`src/rtl/mesh_port_arbiter.sv`:
```
// mesh_port_arbiter: round-robin sequencer for one mesh output terminal.
// NUM_REQ first-word-fallthrough input FIFOs compete for one downstream FIFO.
// Each round picks a winner, pops exactly one word into hold_reg, and pushes it
// downstream once out_full is low (IDLE -> LOAD -> SEND -> IDLE).
// Optional build macro MESH_ARB_STATS_EN adds saturating per-requester grant
// counters (grant_cnt) with a synchronous clear (stats_clr).
module mesh_port_arbiter #(
    parameter int PCKG_SZ = 40,
    parameter int NUM_REQ = 4,
    parameter int CNT_W   = 16
) (
    input  logic                         clk,
    input  logic                         reset,
    input  logic [NUM_REQ-1:0]           req_pndng,
    input  logic [NUM_REQ*PCKG_SZ-1:0]   req_data,
    output logic [NUM_REQ-1:0]           req_pop,
    output logic [PCKG_SZ-1:0]           out_data,
    output logic                         out_push,
    input  logic                         out_full,
    output logic [$clog2(NUM_REQ)-1:0]   grant_id,
`ifdef MESH_ARB_STATS_EN
    output logic [NUM_REQ*CNT_W-1:0]     grant_cnt,
    input  logic                         stats_clr,
`endif
    output logic                         busy
);

    localparam int IDW = $clog2(NUM_REQ);

    localparam logic [1:0] IDLE = 2'd0;
    localparam logic [1:0] LOAD = 2'd1;
    localparam logic [1:0] SEND = 2'd2;

    logic [1:0]         state;
    logic [IDW-1:0]     last_ptr;
    logic [IDW-1:0]     winner;
    logic [PCKG_SZ-1:0] hold_reg;

    // Round-robin search: first pending requester at or after last_ptr+1, with wrap.
    // Iterating from the farthest offset down lets the nearest match win.
    always_comb begin
        int       pos;
        logic [IDW-1:0] idx;
        winner = last_ptr;
        for (int k = NUM_REQ - 1; k >= 0; k--) begin
            pos = (int'(last_ptr) + 1 + k) % NUM_REQ;
            idx = IDW'(pos);
            if (req_pndng[idx]) winner = idx;
        end
    end

    // Main sequencer; a packet held at reset time is dropped (it was already popped).
    always_ff @(posedge clk or negedge reset) begin
        if (!reset) begin
            state    <= IDLE;
            grant_id <= '0;
            last_ptr <= IDW'(NUM_REQ - 1);
            hold_reg <= '0;
        end else begin
            case (state)
                IDLE: begin
                    if (|req_pndng) begin
                        grant_id <= winner;
                        state    <= LOAD;
                    end
                end
                LOAD: begin
                    // pndng is not rechecked: a requester never withdraws without a pop
                    hold_reg <= req_data[int'(grant_id)*PCKG_SZ +: PCKG_SZ];
                    state    <= SEND;
                end
                SEND: begin
                    if (!out_full) begin
                        last_ptr <= grant_id;
                        state    <= IDLE;
                    end
                end
                default: state <= IDLE;
            endcase
        end
    end

    // One-hot pop strobe, only during the single LOAD cycle.
    always_comb begin
        req_pop = '0;
        if (state == LOAD) req_pop[grant_id] = 1'b1;
    end

    // Push as soon as there is room; out_data is only meaningful with out_push.
    assign out_push = (state == SEND) && !out_full;
    assign out_data = hold_reg;
    assign busy     = (state != IDLE);

`ifdef MESH_ARB_STATS_EN
    logic [NUM_REQ-1:0][CNT_W-1:0] cnt;

    assign grant_cnt = cnt;

    // Grant counters bump on LOAD and saturate; a clear beats a coincident grant.
    always_ff @(posedge clk or negedge reset) begin
        if (!reset) begin
            cnt <= '0;
        end else if (stats_clr) begin
            cnt <= '0;
        end else if (state == LOAD && cnt[grant_id] != '1) begin
            cnt[grant_id] <= cnt[grant_id] + 1'b1;
        end
    end
`endif

endmodule

```
`config.mk`:
```
export PLATFORM = sky130hd
export DESIGN_NAME = mesh_port_arbiter
export DESIGN_NICKNAME = d
export VERILOG_FILES = /design/src/rtl/mesh_port_arbiter.sv
export SDC_FILE = /design/constraint.sdc
export NUM_CORES = 1
export LEC_CHECK = 0
export BUFFER_PORTS_ARGS = -buffer_cell sky130_fd_sc_hd__buf_4
export CAP_MARGIN = 10
export CORE_ASPECT_RATIO = 2
export CORE_MARGIN = 2
export CORE_UTILIZATION = 25
export CTS_CLUSTER_SIZE = 14
export DETAILED_ROUTE_END_ITERATION = 8
export PLACE_DENSITY = 0.57
export SYNTH_ARGS = -nofsm -noshare
export SYNTH_HDL_FRONTEND = slang
export SYNTH_SLANG_ARGS = --single-unit
```
`constraint.sdc`:
```
create_clock -name clk -period 1.4 [get_ports clk]
set_input_delay 0.28 -clock clk [delete_from_list [all_inputs] [get_ports clk]]
set_output_delay 0.28 -clock clk [all_outputs]
set_load 0.02 [all_outputs]
```
==> run metrics, run 1 <==
Setup WS post-layout -0.140 ns; Nets 658; FP Rows 55; Seq/Total Area, Yosys 0.407; CP cell instances buf_6 > nor2b_4 > and3_4 > buf_6; Final ANT Viol Nets 0; CTS tree built; CP arrival 1.26 ns; clock skew 0.00353 ns; design area between 5000 and 6000 sq um; placed wire-length estimate just over 8000 um; Netlist cell types 28; DRC violations left 0; failing checks setup timing; most frequent cells in the layout buf_4, nand2_1, dfrtp_1; cell mode on critical path buf_6; leakage power 0.00261 uW; via/cell ratio 4.60; All-Layer GR Usage 0.176; Critical Path End req_pop[3]; initial antenna violation count 0; CP max FO 3; first-pass GRT wire length about 16000 um; RePlAce Congestion 0.817; Slew Limit Fails 0; outcome complete, but fails checks; RR Endpoint out_data[0]; Root Driver clkbuf_16; CP Data Required Time about 1.1 ns; Post-DP Area 4690 sq um; Setup CP Type flip-flop to output port; Yosys warnings 0; worst reg2reg startpoint grant_id[0]; Fin. Hold Viols 0; CTS clk-pin slew, worst paths about 0.060 ns; PwrDens 2040 nW/um^2; Starting Density 0.253; most common cell after layout, fill and taps aside buf_4; multi-input logic area between 1500 and 2000 sq um; FMAX 649 MHz; met2 WL 6390 um; Num CTS Buffers 5; WL/cell about 17 um; max_cap viols 0; drt pass-1 iters 4; CP startpoint state[1]; total gr overflow 0; overall power 10500 uW; vias in the first global route 3202; wl on met1 3600 um; final std cells w/o fill 634; Mapped Area 2840 sq um; die span in y 155 um; pin count of the biggest net entering global routing 26; slew margin rel. 0.783; clock sinks 46; Crit path max-delay family flip-flops; final setup fails 40; CTS max path bufs 2; Worst Path Buf+Inv 2; area grow syn2layout 81.7%; Syn Area/Cell 11.0 sq um; CP peak stage delay 0.41 ns; crit path launch type flip-flop; post-layout util 0.460; Mapped Nets 425; R2R depth 5; H-tree levels 2; Vias 2918; die width just under 80 um; placed instance count 608; period utilization 1.10; Synth Register Bits 46; first-iteration detailed-routing DRC count 89; RSZ-0062 raised after global routing true; PortBufs 214; minimum clock period 1.54 ns; Worst Tran Pin Value 0.325 ns; Top Metal Used met4; routed wl met3 583 um; reg2reg setup slack -0.07 ns; slowest stage cell, crit path dfrtp_1; fill count 1108; hold crit path type input port to flip-flop; Sequential cell area 1160 sq um; Routed WL 10800 um; core area 11200 sq um; die area 12300 sq um; peak supply drop 936 uV; worst skew pair latency between 0.2 and 0.3 ns; boundary pin count 215; Stages on worst setup path 4; synthesized instance count roughly 260; share of layout cells above drive strength 1 0.642; Setup crit end kind output port; ant diodes 0
## power by group
part           switching, uW  internal (uW)
Combinational           3260           3550
Clock                    500            709
Sequential               464           2040
Total                   4230           6300
## synth_stat cells
master | n | area (sq um)
mux2_2 | 2 | 22.5
nand3b_1 | 2 | 15.0
dfrtp_1 | 44 | 1100
buf_6 | 5 | 56.3
nor3_1 | 1 | 5.00
nand2b_1 | 3 | 18.8
and2_4 | 1 | 8.76
nand2_1 | 123 | 462
nor2_1 | 3 | 11.3
o32a_1 | 1 | 10.0
o21a_1 | 1 | 7.51
buf_1 | 3 | 11.3
clkbuf_1 | 6 | 22.5
a31oi_1 | 1 | 6.26
and3_1 | 1 | 6.26
nor2b_1 | 2 | 12.5
mux2i_1 | 1 | 10.0
or4_4 | 1 | 11.3
o31ai_1 | 1 | 7.51
mux4_2 | 40 | 901
dfstp_2 | 2 | 52.6
inv_1 | 1 | 3.75
o211ai_1 | 1 | 7.51
or2b_1 | 1 | 7.51
a21oi_1 | 2 | 10.0
buf_2 | 6 | 30.0
o21ai_0 | 1 | 5.00
nor3b_1 | 2 | 15.0
## per-layer routing
layer	track usage	vias up
li1	-	1376
met1	0.180	1414
met2	0.347	120
met3	0.0333	8
met4	0.0517	0
met5	0	-
## flip-flops by register name, summed over array words and instances, names as in the netlist
signal / count
out_data: 40
grant_id: 2
last_ptr: 2
state: 2
## tightest hold or removal path: stages
cell and delay [ns]:
buf_4 0.09, nand3b_1 0.06, nand2_1 0.06
## final cells by class
class                   count  share of cell area
multi-input cells         191               0.316
repair buffers            246               0.396
well taps                 142              0.0345
inverters                   1            0.000728
clock inverters             1            0.000971
flip-flops and latches     46               0.224
clock buffers               7              0.0277
## logic make-up (layout without fill, tap and decap cells)
family	after synthesis	after routing	share of synthesized area
and+or+nand+nor	140	140	0.202
buffers and inverters	21	255	0.0436
muxes	43	43	0.329
AOI/OAI and AO/OA	8	8	0.0190
DFF	46	46	0.407
## stage by stage
step / hold WS (ns) / setup TNS (ns) / setup slack [ns]
2_1_floorplan: -0.0156 / -1.66 / -0.0892
3_3_place_gp: 0.199 / -0.110 / -0.0302
3_5_place_dp: 0.203 / -0.167 / -0.0383
4_1_cts: 0.237 / -3.77 / -0.159
5_1_grt: 0.264 / -4.41 / -0.203
6_report: 0.243 / -2.11 / -0.140
## what timing repair did
item	in CTS	in global routing
hold buffers	1	0
gates cloned	2	2
setup buffers	8	5
endpoints found under the hold margin	19	0
gates resized for setup	14	14
setup endpoints to repair	20	47
pin swaps	1	6
## worst min-delay path by stage
stage                         from            to  slack (ns)  depth (start not counted)
after floorplan              reset   grant_id[0]       -0.02                          0
after global placement       reset  out_data[10]        0.20                          1
after detailed placement     reset  out_data[10]        0.20                          1
after CTS                 out_full      state[1]        0.24                          3
after global routing      out_full      state[1]        0.26                          3
final                     out_full      state[1]        0.24                          3
Note: power is estimated with default switching activity, not from simulation.
==> inputs of run 2 (changes only) <==
- ABC_AREA: default -> 1
- PLACE_DENSITY: 0.57 -> 0.58
==> run 2 against run 1 <==
  * The flow finishes with violations (hold timing, setup timing)
  * Via count increased by 25%
  * Register-to-register slack got worse by 0.02 ns
  * First-iteration DRC count increased by 47%
  * Clock skew increased by 0.0033 ns
  * Final area increased by 3.4%
  * Synthesized area decreased by 2.9%
  * Die area decreased by 2.8%
  * Clock power decreased by 7%
  * Power increased by 9.4%
  * Critical path type unchanged
  * Highest routed layer unchanged
==> run metrics, run 2 <==
minimum clock period 1.49 ns (-0.0457 ns); Vias 3649 (+25%); CP arrival 1.21 ns (-0.05 ns); FMAX 669 MHz (+3.1%); first-iteration detailed-routing DRC count 131 (+47%); boundary pin count 215 (unchanged); via/cell ratio 4.92 (+7.0%); Setup WS post-layout -0.0944 ns (+0.0457 ns); die width 78.2 um (-1.4%); All-Layer GR Usage 0.198 (+0.0219); period utilization 1.07 (-0.0327); Slew Limit Fails 0 (unchanged); cell with the most instances after synthesis nand2_1; placed instance count 720 (+18%); drt pass-1 iters 4 (unchanged); Setup crit end kind output port; Largest register FFs 40 (unchanged); total gr overflow 0 (unchanged); WHS -0.00320 ns (-0.247 ns); die span in y 152 um (-1.4%); clock skew 0.00684 ns (+0.00330 ns); EDFF count, synth 0 (unchanged); Setup CP Type flip-flop to output port; PortBufs 214 (unchanged); max_cap viols 0 (unchanged); worst skew pair latency 0.29 ns (about the same); Mapped Area 2760 sq um (-2.9%); first-pass GRT wire length 18500 um (+13%); R2R depth 7 (+2); Final ANT Viol Nets 0 (unchanged); final setup fails 32 (-20%); Root Driver clkbuf_16; initial antenna violation count 0 (unchanged); FP Rows 54 (-1.8%); reg2reg setup slack -0.09 ns (-0.02 ns); RR Endpoint out_data[6]; vias in the first global route 3720 (+16%); pin count of the biggest net entering global routing 47 (+81%); top cells by count, synth nand2_1, dfrtp_1, a22oi_1; Worst Tran Pin Value 0.611 ns (+0.287 ns); core area 10800 sq um (-3.6%); RSZ-0062 raised after global routing true; slew margin rel. 0.592 (-0.191); most frequent cells in the layout buf_4, nand2_1, dfrtp_1; Num CTS Buffers 5 (unchanged); clock sinks 46 (unchanged); outcome complete, but fails checks; fraction of registers with async set/reset 1.00 (unchanged); Synth Area in XOR/XNOR 0 (unchanged); die area 11900 sq um (-2.8%); Yosys warnings 0 (unchanged); area grow syn2layout 93.5%; ant diodes 0 (unchanged); failing checks hold timing, setup timing; Routed WL 12600 um (+18%); CTS max path bufs 2 (unchanged); placed wire-length estimate 9290 um (+13%); CTS clk-pin slew, worst paths 0.07 ns (about the same); share of layout cells above drive strength 1 0.549 (-0.0932); top cell type's share of synthesized area 0.400 (+0.0116); peak supply drop 1080 uV (+16%); synthesized instance count 372 (+44%); multiplexer share of the synthesized area 0 (-0.329); PwrDens 2160 nW/um^2 (+5.8%); Most used DFF post-synth dfrtp_1; CTS tree built; DRC violations left 0 (unchanged); Synth Area in Adders 0 (unchanged); CP cell instances inv_2 > nor2_4 > inv_6 > nor3_4 > buf_6; CP max FO 6 (+3); RePlAce Congestion 0.922 (+13%); Synth Area in Simple Gates 0.312 (+0.110); Syn Area/Cell 7.41 sq um (-33%); post-synth top area cell dfrtp_1; Synth Register Bits 46 (unchanged); CP Data Required Time 1.12 ns (about the same); Mapped Nets 539 (+27%); hold crit path type input port to async pin; Starting Density 0.255 (+0.00188); main combinational cell family by area after synthesis simple AND/OR/NAND/NOR gates; Netlist cell types 20 (-29%); most common cell after layout, fill and taps aside buf_4; worst reg2reg startpoint grant_id[1]; final std cells w/o fill 741 (+17%); Nets 768 (+17%); Seq/Total Area, Yosys 0.419 (+0.0122); CP startpoint state[0]; slowest stage cell, crit path dfrtp_1; leading post-synthesis cells by cell area dfrtp_1, nand2_1, a22oi_1; Synth Area in Compound Gates 0.191 (+0.172); crit path launch type flip-flop; WL/cell 17.1 um (+0.60%); H-tree levels 2 (unchanged); Fin. Hold Viols 2 (+2); CP peak stage delay 0.36 ns (-0.05 ns); leakage power 0.00253 uW (-3.0%)
run 2: cell count changes after synthesis, sizes merged, moves of 6 or more:
cell | previous run | this run
mux4 | 40 | 0
a22oi | 0 | 37
nand2 | 123 | 157
nor2 | 3 | 35
a41oi | 0 | 19
inv | 1 | 16
nand4 | 0 | 13
a31oi | 1 | 9
buf | 14 | 22
nand3 | 0 | 6
run 2: cell type report:
cell class / count / area [sq um]
flip-flops and latches: 46 / 1160
repair buffers: 248 / 2060
multi-input cells: 284 / 1740
clock inverters: 2 / 10.0
well taps: 140 / 175
fillers: 1046 / 5480
inverters: 16 / 65.1
clock buffers: 5 / 125
run 2: worst max path at each step:
| stage | end | slack, ns | depth (start not counted) |
|---|---|---|---|
| 2_1_floorplan | req_pop[0] | 0.01 | 4 |
| 3_3_place_gp | grant_id[0] | 0.06 | 9 |
| 3_5_place_dp | grant_id[0] | -0.04 | 9 |
| 4_1_cts | req_pop[1] | -0.10 | 5 |
| 5_1_grt | req_pop[1] | -0.17 | 5 |
| 6_report | req_pop[1] | -0.09 | 5 |
run 2: kinds of logic after synthesis:
group / after synthesis
buffers and inverters: 42
AO/OA/AOI/OAI: 70
AND/OR/NAND/NOR: 214
flip-flops: 46
run 2: timing repair:
item | in CTS | in global routing
pin swaps | 3 | 37
setup endpoints to repair | 8 | 48
cloned | 0 | 3
resized for setup | 14 | 77
hold buffers | 0 | 0
endpoints found under the hold margin | 0 | 0
setup buffers | 7 | 5
run 2: stage by stage:
stage                     power (uW)  setup WS, ns   util  area (sq um)  TNS (ns)
after CTS                      10600        -0.101  0.453          4900    -0.468
after global routing           12300        -0.170  0.493          5330     -4.19
after floorplan                 6350        0.0136      -          2800         0
after global placement          9050        0.0590  0.432          4670         0
final                          11500       -0.0944  0.493          5330     -1.46
after detailed placement        9170       -0.0352  0.432          4670   -0.0352
run 2: worst max-delay path, delay by kind of cell (launching register included):
family,cells,cell delay (ns)
flops,1,0.36
buf+inv,3,0.27
simple gates,2,0.29
run 2: power by group:
group          internal, uW  switching [uW]
combinational          3540            4400
clock                   645             479
sequential             2040             412
run 2: layer usage:
| metal | global-route usage | up-vias | share of wire |
|---|---|---|---|
| li1 | - | 1732 | - |
| met5 | 0 | - | 0 |
| met2 | 0.374 | 134 | 0.57 |
| met1 | 0.203 | 1748 | 0.35 |
| met3 | 0.0290 | 35 | 0.038 |
| met4 | 0.104 | 0 | 0.045 |
==> inputs of run 3 (changes only) <==
- CTS_BUF_LIST: default -> sky130_fd_sc_hd__clkbuf_4 sky130_fd_sc_hd__clkbuf_8
==> run 3 against run 2 <==
  * The flow finishes with violations (setup timing)
  * Setup slack lost 0.022 ns
  * Wire length barely moved
  * Core utilization is 0.96 points lower
  * Sequential share of layout area increased by 0.43 points
  * Clock power shrank 30%
  * Largest cell class unchanged
==> run metrics, run 3 (synthesis results as in run 2) <==
Reg power frac 0.221 (+0.008); Comb power frac 0.708 (+0.019); final setup fails 33 (+3.1%); initial antenna violation count 0 (unchanged); most common cell after layout, fill and taps aside buf_4; clock sinks 46 (unchanged); Nets 770 (+0.26%); CP startpoint state[1]; PortBufs 214 (unchanged); CP max FO 6 (unchanged); period utilization 1.08 (+0.0158); RSZ-0062 raised after global routing true; placed instance count 720 (unchanged); PwrDens 2120 nW/um^2 (-2.1%); Final ANT Viol Nets 0 (unchanged); worst reg2reg startpoint grant_id[1]; RR Endpoint out_data[13]; drt pass-1 iters 4 (unchanged); outcome complete, but fails checks; slew margin rel. 0.590 (-0.00201); H-tree levels 2 (unchanged); first-iteration detailed-routing DRC count 139 (+6.1%); WL/cell 17.0 um (-0.25%); ant diodes 0 (unchanged); minimum clock period 1.52 ns (+0.0221 ns); area grow syn2layout 89.7%; post-layout util 0.483 (-0.00961); RePlAce Congestion 0.922 (unchanged); Num CTS Buffers 5 (unchanged); Critical Path End req_pop[1]; total gr overflow 0 (unchanged); CTS tree built; crit path launch type flip-flop; Fin. Hold Viols 0 (-2); P_int 5870 uW (-5.7%); CTS max path bufs 2 (unchanged); Net Sw Frac 0.469 (+0.00947); CP Data Required Time 1.12 ns (about the same); DRC violations left 0 (unchanged); FMAX 659 MHz (-1.5%); failing checks setup timing; die width 78.2 um (unchanged); Slew Limit Fails 0 (unchanged); clock skew 0.0116 ns (+0.00477 ns); hold crit path type input port to flip-flop; die area 11900 sq um (unchanged); CP arrival 1.24 ns (+0.03 ns); peak supply drop 1080 uV (-0.17%); Root Driver clkbuf_8; max_cap viols 0 (unchanged); R2R depth 7 (unchanged); final std cells w/o fill 743 (+0.27%); design area 5230 sq um (-1.9%); Setup WS post-layout -0.116 ns (-0.0221 ns); most frequent cells in the layout buf_4, nand2_1, dfrtp_1; Worst Tran Pin Value 0.615 ns (+0.00302 ns); FP Rows 54 (unchanged); core area 10800 sq um (unchanged); Sw Pwr 5180 uW (-2.0%); Clock Power Share 0.071 (-0.027); CTS clk-pin slew, worst paths 0.09 ns (+0.02 ns); pin count of the biggest net entering global routing 47 (unchanged); WHS 0.218 ns (+0.221 ns); fill count 1066 (+1.9%); die span in y 152 um (unchanged); Setup CP Type flip-flop to output port; leakage power 0.00251 uW (-0.80%); Starting Density 0.255 (unchanged); Setup crit end kind output port; worst skew pair latency 0.31 ns (+0.02 ns); via/cell ratio 4.90 (-0.41%); All-Layer GR Usage 0.199 (+0.00134); Routed WL 12600 um (about the same); first-pass GRT wire length 18500 um (+0.30%); placed wire-length estimate 9290 um (unchanged); vias in the first global route 3745 (+0.67%); Largest register FFs 40 (unchanged); boundary pin count 215 (unchanged); reg2reg setup slack -0.09 ns (about the same); Post-DP Area 4670 sq um (unchanged); Vias 3644 (-0.14%); share of layout cells above drive strength 1 0.531 (-0.0184)
-- run 3: power by group through the flow --
stage / clock network, uW / logic, uW / registers, uW
detailed placement: 0 / 6690 / 2490
floorplan: 0 / 3210 / 3150
finish: 786 / 7830 / 2450
CTS: 835 / 7000 / 2440
global placement: 0 / 6590 / 2460
global route: 898 / 8470 / 2530
-- run 3: timing repair --
item / 4_1_cts / 5_1_grt
hold buffers: 1 / 0
gates resized for setup: 16 / 65
endpoints found under the hold margin: 13 / 0
buffers inserted: 8 / 5
pin swaps: 4 / 36
gates cloned: 0 / 3
endpoints found under the setup margin: 9 / 48
-- run 3: critical path, cell delays in order (launching register included) --
cell,delay (ns)
dfrtp_1,0.42
nor2_4,0.16
inv_6,0.07
nor3_4,0.14
buf_6,0.14
-- run 3: layout make-up --
type | count | area [sq um] | area share
Clock inverter | 2 | 10.0 | 0.00192
Sequential cell | 46 | 1160 | 0.221
Timing Repair Buffer | 250 | 2070 | 0.397
Inverter | 16 | 65.1 | 0.0124
Tap cell | 140 | 175 | 0.0335
Clock buffer | 5 | 68.8 | 0.0132
Multi-Input combinational cell | 284 | 1680 | 0.321
-- run 3: through the flow --
step / power (uW) / worst slack (ns) / setup TNS, ns
after floorplan: 6350 / 0.0136 / 0
after global placement: 9050 / 0.0590 / 0
after detailed placement: 9170 / -0.0352 / -0.0352
after CTS: 10300 / -0.137 / -0.725
after global routing: 11900 / -0.189 / -4.87
final: 11100 / -0.116 / -1.76
-- run 3: how the worst min path moves through the flow --
stage / from / to / slack, ns / depth (start not counted)
after floorplan: reset / grant_id[0] / -0.02 / 0
after global placement: reset / out_data[25] / 0.34 / 1
after detailed placement: reset / out_data[25] / 0.34 / 1
after CTS: out_full / state[1] / 0.21 / 3
after global routing: out_full / state[1] / 0.22 / 3
final: out_full / state[1] / 0.22 / 3
-- run 3: routing by layer --
layer,up-vias,global-route usage,part of all wire
li1,1735,-,-
met2,135,0.374,0.57
met3,40,0.0296,0.039
met5,-,0,0
met4,0,0.111,0.050
met1,1734,0.204,0.35
